<file path="src/rtl/spi_slave_multichannel.sv">
// Addressed SPI frame receiver writing NUM_CHANNELS held output registers.
// Define SPI_SLAVE_PARITY_EN to append an even-parity bit to every frame.
module spi_slave_multichannel #(
  parameter int DATA_WIDTH   = 16,
  parameter int ADDR_BITS    = 4,
  parameter int NUM_CHANNELS = 4,
  parameter int LSB_FIRST    = 1,
  parameter int IDLETIME     = 511
) (
  input  logic                               clock,
  input  logic                               reset,
  input  logic                               spi_clock_in,
  input  logic                               spi_data_in,
  output logic [NUM_CHANNELS*DATA_WIDTH-1:0] channel_data,
  output logic [NUM_CHANNELS-1:0]            channel_valid,
  output logic                               data_received,
  output logic                               frame_error,
  output logic                               busy
);

`ifdef SPI_SLAVE_PARITY_EN
  localparam int FRAME_BITS = ADDR_BITS + DATA_WIDTH + 1;
`else
  localparam int FRAME_BITS = ADDR_BITS + DATA_WIDTH;
`endif
  localparam int BW = $clog2(FRAME_BITS + 1);
  localparam int IW = $clog2(IDLETIME + 2);

  typedef enum logic [1:0] {
    S_IDLE,
    S_RECV,
    S_WAIT,
    S_COMMIT
  } state_t;

  state_t r_state;
  state_t w_state_nxt;

  logic [2:0]            r_sclk;
  logic [1:0]            r_sdat;
  logic [BW-1:0]         r_bitcnt;
  logic [IW-1:0]         r_idle;
  logic [FRAME_BITS-1:0] r_frame;

  logic [NUM_CHANNELS*DATA_WIDTH-1:0] r_chan;
  logic [NUM_CHANNELS-1:0]            r_valid;
  logic                               r_rx;
  logic                               r_err;

  logic                    w_sclk;
  logic                    w_sdat;
  logic                    w_rise;
  logic                    w_fall;
  logic                    w_sample;
  logic                    w_idle_clr;
  logic                    w_idle_inc;
  logic                    w_abort;
  logic                    w_last;
  logic                    w_timeout;
  logic [BW-1:0]           w_bitidx;
  logic [ADDR_BITS-1:0]    w_addr;
  logic [DATA_WIDTH-1:0]   w_data;
  logic [NUM_CHANNELS-1:0] w_sel;
  logic                    w_par_ok;
  logic                    w_commit;
  logic                    w_ok;
  logic                    w_bad;

  assign w_sclk = r_sclk[1];
  assign w_sdat = r_sdat[1];
  assign w_rise = r_sclk[1] & ~r_sclk[2];
  assign w_fall = ~r_sclk[1] & r_sclk[2];

  assign w_last    = (w_bitidx == BW'(FRAME_BITS - 1));
  assign w_timeout = (r_idle >= IW'(IDLETIME));
  assign w_bitidx  = (r_state == S_IDLE) ? '0 : r_bitcnt;

  // A clock already high on entry to IDLE (after an abort) is ignored
  // until it has been seen low again.
  always_comb begin
    w_state_nxt = r_state;
    w_sample    = 1'b0;
    w_idle_clr  = 1'b0;
    w_idle_inc  = 1'b0;
    w_abort     = 1'b0;
    unique case (r_state)
      S_IDLE: begin
        if (w_rise) begin
          w_state_nxt = S_RECV;
          w_sample    = 1'b1;
          w_idle_clr  = 1'b1;
        end
      end
      S_RECV: begin
        if (w_rise) begin
          w_sample   = 1'b1;
          w_idle_clr = 1'b1;
          if (w_last) w_state_nxt = S_WAIT;
        end else if (w_fall) begin
          w_idle_clr = 1'b1;
        end else if (w_timeout) begin
          w_abort     = 1'b1;
          w_state_nxt = S_IDLE;
        end else begin
          w_idle_inc = 1'b1;
        end
      end
      S_WAIT: begin
        if (!w_sclk) begin
          w_state_nxt = S_COMMIT;
        end else if (w_timeout) begin
          w_abort     = 1'b1;
          w_state_nxt = S_IDLE;
        end else begin
          w_idle_inc = 1'b1;
        end
      end
      S_COMMIT: w_state_nxt = S_IDLE;
      default:  w_state_nxt = S_IDLE;
    endcase
  end

  always_comb begin
    w_addr = '0;
    w_data = '0;
    w_sel  = '0;
    for (int i = 0; i < ADDR_BITS; i++)
      w_addr[i] = (LSB_FIRST != 0) ? r_frame[i]
                                   : r_frame[ADDR_BITS-1-i];
    for (int i = 0; i < DATA_WIDTH; i++)
      w_data[i] = (LSB_FIRST != 0) ? r_frame[ADDR_BITS+i]
                                   : r_frame[ADDR_BITS+DATA_WIDTH-1-i];
    for (int k = 0; k < NUM_CHANNELS; k++)
      w_sel[k] = (w_addr == ADDR_BITS'(k));
  end

`ifdef SPI_SLAVE_PARITY_EN
  assign w_par_ok = ~(^r_frame);
`else
  assign w_par_ok = 1'b1;
`endif

  assign w_commit = (r_state == S_COMMIT);
  assign w_ok     = w_commit & (|w_sel) & w_par_ok;
  assign w_bad    = w_commit & ~((|w_sel) & w_par_ok);

  always_ff @(posedge clock or negedge reset) begin
    if (!reset) begin
      r_state <= S_IDLE;
    end else begin
      r_state <= w_state_nxt;
    end
  end

  always_ff @(posedge clock or negedge reset) begin
    if (!reset) begin
      r_sclk   <= '0;
      r_sdat   <= '0;
      r_bitcnt <= '0;
      r_idle   <= '0;
      r_frame  <= '0;
      r_chan   <= '0;
      r_valid  <= '0;
      r_rx     <= 1'b0;
      r_err    <= 1'b0;
    end else begin
      r_sclk <= {r_sclk[1:0], spi_clock_in};
      r_sdat <= {r_sdat[0], spi_data_in};

      if (w_sample)
        r_bitcnt <= w_bitidx + BW'(1);
      else if (w_commit || w_abort)
        r_bitcnt <= '0;

      for (int i = 0; i < FRAME_BITS; i++)
        if (w_sample && (w_bitidx == BW'(i)))
          r_frame[i] <= w_sdat;

      if (w_idle_clr || w_abort)
        r_idle <= '0;
      else if (w_idle_inc)
        r_idle <= r_idle + IW'(1);

      r_valid <= w_ok ? w_sel : '0;
      r_rx    <= w_ok;
      r_err   <= w_abort | w_bad;

      for (int k = 0; k < NUM_CHANNELS; k++)
        if (w_ok && w_sel[k])
          r_chan[k*DATA_WIDTH +: DATA_WIDTH] <= w_data;
    end
  end

  assign channel_data  = r_chan;
  assign channel_valid = r_valid;
  assign data_received = r_rx;
  assign frame_error   = r_err;
  assign busy          = (r_state != S_IDLE);

endmodule

</file>
<file path="config.mk">
export PLATFORM = sky130hd
export DESIGN_NAME = spi_slave_multichannel
export DESIGN_NICKNAME = d
export VERILOG_FILES = /design/src/rtl/spi_slave_multichannel.sv
export SDC_FILE = /design/constraint.sdc
export NUM_CORES = 1
export LEC_CHECK = 0
export ABC_AREA = 1
export CAP_MARGIN = 25
export CORE_ASPECT_RATIO = 0.5
export CORE_MARGIN = 3
export CORE_UTILIZATION = 55
export CTS_BUF_LIST = sky130_fd_sc_hd__clkbuf_8
export CTS_CLUSTER_DIAMETER = 30
export DETAILED_ROUTE_END_ITERATION = 10
export PLACE_DENSITY = 0.81
export SKIP_CTS_REPAIR_TIMING = 1
export SYNTH_ARGS = -nofsm -noshare
export SYNTH_HDL_FRONTEND = slang
export SYNTH_SLANG_ARGS = --single-unit
</file>
<file path="constraint.sdc">
create_clock -name clock -period 2.3 [get_ports clock]
set_clock_uncertainty 0.2 [all_clocks]
set_input_delay 0.345 -clock clock [delete_from_list [all_inputs] [get_ports clock]]
set_output_delay 0.345 -clock clock [all_outputs]
set_load 0.03 [all_outputs]
</file>
==> flow_metrics.env, run 1 <==
export IMPL_cpMostUsedCell="nand2_1"
export IMPL_synth_seq_cells=112
export IMPL_synth_area_leader_cell="dfrtp_1"
export IMPL_post_route_util_pct=71.5
export IMPL_vdd_drop_max_uv=432
export IMPL_cts_tree="built"
export IMPL_synth_edff_count=0
export IMPL_synthesis_nets=534
export IMPL_syn2layout_area_growth_pct=22.9
export IMPL_clk_pin_slew_ps=100
export IMPL_worst_pin_slew_ps=528
export IMPL_hold_slack_ps=160
export IMPL_period_share_pct=91.8
export IMPL_stdcell_count=713
export IMPL_final_common_cell="nand2_1"
export IMPL_die_w_um=138
export IMPL_power_density_mw_per_mm2=788
export IMPL_grt_setup_unrepaired="false"
export IMPL_diodes=0
export IMPL_relSlewSlack_pct=64.8
export IMPL_grt_pass1_wl_mm=16.9
export IMPL_routed_wl_mm=10.0
export IMPL_avgRoutedWirePerCell_um=14.1
export IMPL_min_to="r_sclk[1]$_DFF_PN0_"
export IMPL_ys_warn_count=0
export IMPL_drive_above_1_share_pct=9.15
export IMPL_r2r_slack_ps=190
export IMPL_grt_max_degree=41
export IMPL_nets=613
export IMPL_dieArea_mm2=0.00993
export IMPL_synth_cells=517
export IMPL_numCtsBuffers=9
export IMPL_worstHoldPathCells=0
export IMPL_async_flop_share_pct=100
export IMPL_cp_slowest_cell="dfrtp_1"
export IMPL_report_final_slew_viol_count=0
export IMPL_hold_viol=0
export IMPL_fmax_mhz=474
export IMPL_crit_arrival_ps=2180
export IMPL_rr_endpoint="r_state[1]$_DFFE_PN0P_"
export IMPL_cp_end_kind="register"
export IMPL_synthTopCellsByArea="dfrtp_1, nand2_1, o21ai_1"
export IMPL_die_y_um=72.0
export IMPL_cts_root_buf="clkbuf_8"
export IMPL_crit_fanout=6
export IMPL_crit_type="reg -> reg"
export IMPL_gr_total_overflow=0
export IMPL_grt_pass1_vias=3441
export IMPL_layout_common_cells="nand2_1, dfrtp_1, o21ai_1"
export IMPL_clock_sinks=112
export IMPL_start_util_pct=58.2
export IMPL_ys_types=30
export IMPL_p_leak_nw=2.61
export IMPL_setup_viol=0
export IMPL_regArea_mm2=0.00280
export IMPL_rr_worst_depth=13
export IMPL_drtAntennaViolNets=0
export IMPL_syn_area_mm2=0.00479
export IMPL_dp_hpwl_mm=7.39
export IMPL_ys_seq_area_share_pct=58.5
export IMPL_outcome="finished, final reports clean"
export IMPL_fin_ws_ps=188
export IMPL_post_route_min_period_ps=2110
export IMPL_drc=0
export IMPL_cpPeakStageDelay_ps=400
export IMPL_cts_buffer_depth=2
export IMPL_vias=3705
export IMPL_htreeDepth=3
export IMPL_cp_required_ps=2360
export IMPL_synth_ff_type="dfrtp_1"
export IMPL_hp_class="reg -> reg"
export IMPL_drt_iter0_markers=205
export IMPL_drtPass1Iterations=5
export IMPL_grt_usage_pct=21.9
export IMPL_fp_row_count=23
export IMPL_synth_top_cell_area_share_pct=58.5
export IMPL_start_kind="register"
export IMPL_avgSynthCellArea_um2=9.27
export IMPL_portBuffers=74
export IMPL_reg2reg_from="r_state[1]$_DFFE_PN0P_"
export IMPL_clk_latency_ps=380
export IMPL_io_pins=75
export IMPL_max_cap_violations=0
export IMPL_min_delay_start="r_sclk[0]$_DFF_PN0_"
export IMPL_dpl_cell_count=694
export IMPL_grt_antenna_before_repair=0
export IMPL_fill_cells=635
export IMPL_core_mm2=0.00823
export IMPL_routed_via_density=5.20
export IMPL_place_ws_ps=39.3
export IMPL_multi_input_area_mm2=0.00173
export IMPL_cp_cell_sequence="inv_1, ha_2, nor2_2, ha_2, inv_1, nor2_1, nand2_1, nand2_1, nand2_1, nand2_1, nand2_1, nand2_1, nand2_1"
export IMPL_finalWeightedCongestion=0.902
[flip-flops by register name (all words and copies together), names as in the netlist]
signal,flops
r_state,2
frame_error,1
channel_valid,4
r_sdat,2
r_frame,20
r_bitcnt,5
channel_data,64
data_received,1
r_idle,10
r_sclk,3
[worst max-delay path, delay by kind of cell (launching register included)]
| family | cells | cell delay [ps] |
|---|---|---|
| AND/OR/NAND/NOR | 9 | 810 |
| flip-flops | 1 | 400 |
| adder cells (fa/ha/maj) | 2 | 460 |
| buffers and inverters | 2 | 130 |
[layout make-up]
cell class | instances | area share [%]
clock inverters | 5 | 0.786
multi-input cells | 336 | 29.4
repair buffers | 81 | 13.7
well taps | 112 | 2.38
flip-flops and latches | 112 | 47.6
inverters | 56 | 3.57
clock buffers | 11 | 2.57
[cells by family after synthesis]
group / synth area share [%]
simple gates: 20.0
flops: 58.5
compound gates: 11.7
buf+inv: 5.72
fa+ha+maj: 3.40
xor+xnor: 0.731
[Yosys cell counts (2+ instances only)]
cell type	number
a21oi_1	6
buf_2	12
clkinv_1	3
dfrtp_1	112
ha_1	13
inv_1	45
inv_2	8
nand2_1	145
nand2_2	3
nand3_1	22
nand3_2	3
nand4_1	10
nor2_1	18
nor2_2	3
nor2_4	2
nor3_2	4
o21ai_0	5
o21ai_1	88
xor2_1	4
[worst max-delay path by stage]
| stage | start | endpoint | slack [ps] | cells after the start |
|---|---|---|---|---|
| 2_1_floorplan | r_state[0]$_DFFE_PN0P_ | r_state[1]$_DFFE_PN0P_ | 320 | 13 |
| 3_3_place_gp | r_state[0]$_DFFE_PN0P_ | r_state[1]$_DFFE_PN0P_ | 210 | 13 |
| 3_5_place_dp | r_state[0]$_DFFE_PN0P_ | r_state[1]$_DFFE_PN0P_ | 40 | 13 |
| 4_1_cts | r_state[0]$_DFFE_PN0P_ | busy | -230 | 4 |
| 5_1_grt | r_state[1]$_DFFE_PN0P_ | r_state[1]$_DFFE_PN0P_ | 7 | 13 |
| 6_report | r_state[1]$_DFFE_PN0P_ | r_state[1]$_DFFE_PN0P_ | 190 | 13 |
[where the power goes]
part | internal [mW] | switching [mW]
registers | 2.10 | 0.109
clock network | 0.473 | 0.685
logic | 0.412 | 0.859
[per-layer routing]
layer  wire, um  GRT usage (%)
met2       4610           34.4
met3        532           5.19
met4        101           5.15
met5          0              0
met1       4810           31.5
[per-stage QoR]
stage               instance area [um^2]  power (mW)  setup TNS [ps]
CTS                                 5850        4.62            -234
detailed placement                  5650        3.47               0
finish                              5890        4.64               0
floorplan                           4790        3.10               0
global placement                    5650        3.42               0
global route                        5890        4.92               0
Note: power is estimated with default switching activity, not from simulation.
==> run 2: changes to the inputs <==
--- a/config.mk
+++ b/config.mk
@@ -6,6 +6,7 @@
 export NUM_CORES = 1
 export LEC_CHECK = 0
 export ABC_AREA = 1
+export ABC_CLOCK_PERIOD_IN_PS = 2300
 export CAP_MARGIN = 25
 export CORE_ASPECT_RATIO = 0.5
 export CORE_MARGIN = 3
@@ -13,6 +14,7 @@
 export CTS_BUF_LIST = sky130_fd_sc_hd__clkbuf_8
 export CTS_CLUSTER_DIAMETER = 30
 export DETAILED_ROUTE_END_ITERATION = 10
+export MAX_ROUTING_LAYER = met4
 export PLACE_DENSITY = 0.81
 export SKIP_CTS_REPAIR_TIMING = 1
 export SYNTH_ARGS = -nofsm -noshare
==> flow_metrics.env, run 2 (synthesis results as in run 1) <==
export IMPL_fmax_mhz=473
export IMPL_finalPower_mw=4.64
export IMPL_clock_sinks=112
export IMPL_core_mm2=0.00823
export IMPL_nets=613
export IMPL_drive_above_1_share_pct=9.15
export IMPL_dieArea_mm2=0.00993
export IMPL_crit_arrival_ps=2180
export IMPL_cts_buffer_depth=2
export IMPL_vias=3713
export IMPL_dp_hpwl_mm=7.39
export IMPL_drtPass1Iterations=5
export IMPL_report_final_slew_viol_count=0
export IMPL_fill_cells=635
export IMPL_fp_row_count=23
export IMPL_syn2layout_area_growth_pct=22.9
export IMPL_grt_pass1_wl_mm=16.9
export IMPL_io_pins=75
export IMPL_routed_wl_mm=10.0
export IMPL_final_common_cell="nand2_1"
export IMPL_regArea_mm2=0.00280
export IMPL_cts_tree="built"
export IMPL_p_leak_nw=2.61
export IMPL_hp_class="reg -> reg"
export IMPL_power_density_mw_per_mm2=789
export IMPL_setup_viol=0
export IMPL_grt_max_degree=41
export IMPL_drtAntennaViolNets=0
export IMPL_drc=0
export IMPL_vdd_drop_max_uv=433
export IMPL_hold_slack_ps=160
export IMPL_grt_usage_pct=22.5
export IMPL_crit_start="r_state[1]$_DFFE_PN0P_"
export IMPL_placed_cell_area_mm2=0.00565
export IMPL_layout_common_cells="nand2_1, dfrtp_1, o21ai_1"
export IMPL_cp_end_kind="register"
export IMPL_max_cap_violations=0
export IMPL_min_delay_start="r_sclk[0]$_DFF_PN0_"
export IMPL_worstHoldPathCells=0
export IMPL_clk_latency_ps=380
export IMPL_start_util_pct=58.2
export IMPL_grt_setup_unrepaired="false"
export IMPL_crit_fanout=6
export IMPL_multi_input_area_mm2=0.00173
export IMPL_portBuffers=74
export IMPL_outcome="finished, final reports clean"
export IMPL_drt_iter0_markers=222
export IMPL_period_share_pct=91.9
export IMPL_numCtsBuffers=9
export IMPL_worst_pin_slew_ps=516
export IMPL_diodes=0
export IMPL_gr_total_overflow=0
export IMPL_relSlewSlack_pct=65.6
export IMPL_post_route_min_period_ps=2110
export IMPL_die_w_um=138
export IMPL_hold_viol=0
export IMPL_grt_pass1_vias=3436
export IMPL_crit_type="reg -> reg"
export IMPL_grt_antenna_before_repair=0
export IMPL_cp_required_ps=2360
export IMPL_reg2reg_from="r_state[1]$_DFFE_PN0P_"
export IMPL_rr_worst_depth=13
export IMPL_largest_register_ffs=64
export IMPL_routed_via_density=5.21
export IMPL_start_kind="register"
export IMPL_cts_root_buf="clkbuf_8"
export IMPL_htreeDepth=3
export IMPL_clk_pin_slew_ps=100
export IMPL_die_y_um=72.0
export IMPL_finalWeightedCongestion=0.918
export IMPL_post_route_cell_area_mm2=0.00589
export IMPL_avgRoutedWirePerCell_um=14.1
## run 2: cell counts in the layout (fill, tap and decap cells not counted)
No cell type changed its count.
## run 2: per-layer routing
layer	vias up	routed length [um]	part of all wire [%]	global-route usage [%]
li1	1835	-	-	-
met1	1776	4750	47	31.5
met2	95	4650	46	34.3
met3	7	561	5.6	5.19
met4	0	80	0.80	5.15
met5	-	0	0	-
## run 2: worst max-delay path: stages, from the launching register on
cell and delay [ps]:
dfrtp_1 400, inv_1 80, ha_2 230, nor2_2 190, ha_2 230, inv_1 50
nor2_1 150, nand2_1 100, nand2_1 80, nand2_1 50, nand2_1 90, nand2_1 60
nand2_1 50, nand2_1 50
## run 2: layout make-up
type                    instances  area share, %
repair buffers                 81           13.7
clock buffers                  11           2.57
flip-flops and latches        112           47.6
well taps                     112           2.38
multi-input cells             336           29.4
clock inverters                 5          0.786
inverters                      56           3.57
## run 2: final timing paths
kind                                                 to  slack, ps
setup reg to reg                 r_state[1]$_DFFE_PN0P_        190
hold / removal                      r_sclk[1]$_DFF_PN0_        160
hold reg to reg                     r_sclk[1]$_DFF_PN0_        160
min in group asynchronous  channel_data[38]$_DFFE_PN0P_        220
setup / recovery                 r_state[1]$_DFFE_PN0P_        190
max in group asynchronous           r_sclk[1]$_DFF_PN0_       1070
## run 2: report_power, final
group	switching (mW)	internal [mW]	leakage, nW
combinational	0.860	0.412	0.975
sequential	0.110	2.10	1.54
clock	0.687	0.473	0.0960
## run 2: stage by stage
stage	utilization, %	setup WS, ps	TNS (ps)	instances
floorplan	-	317	0	517
global placement	68.6	208	0	694
detailed placement	68.6	39.3	0	694
CTS	71.0	-234	-234	710
global route	71.5	6.62	0	713
finish	71.5	186	0	713
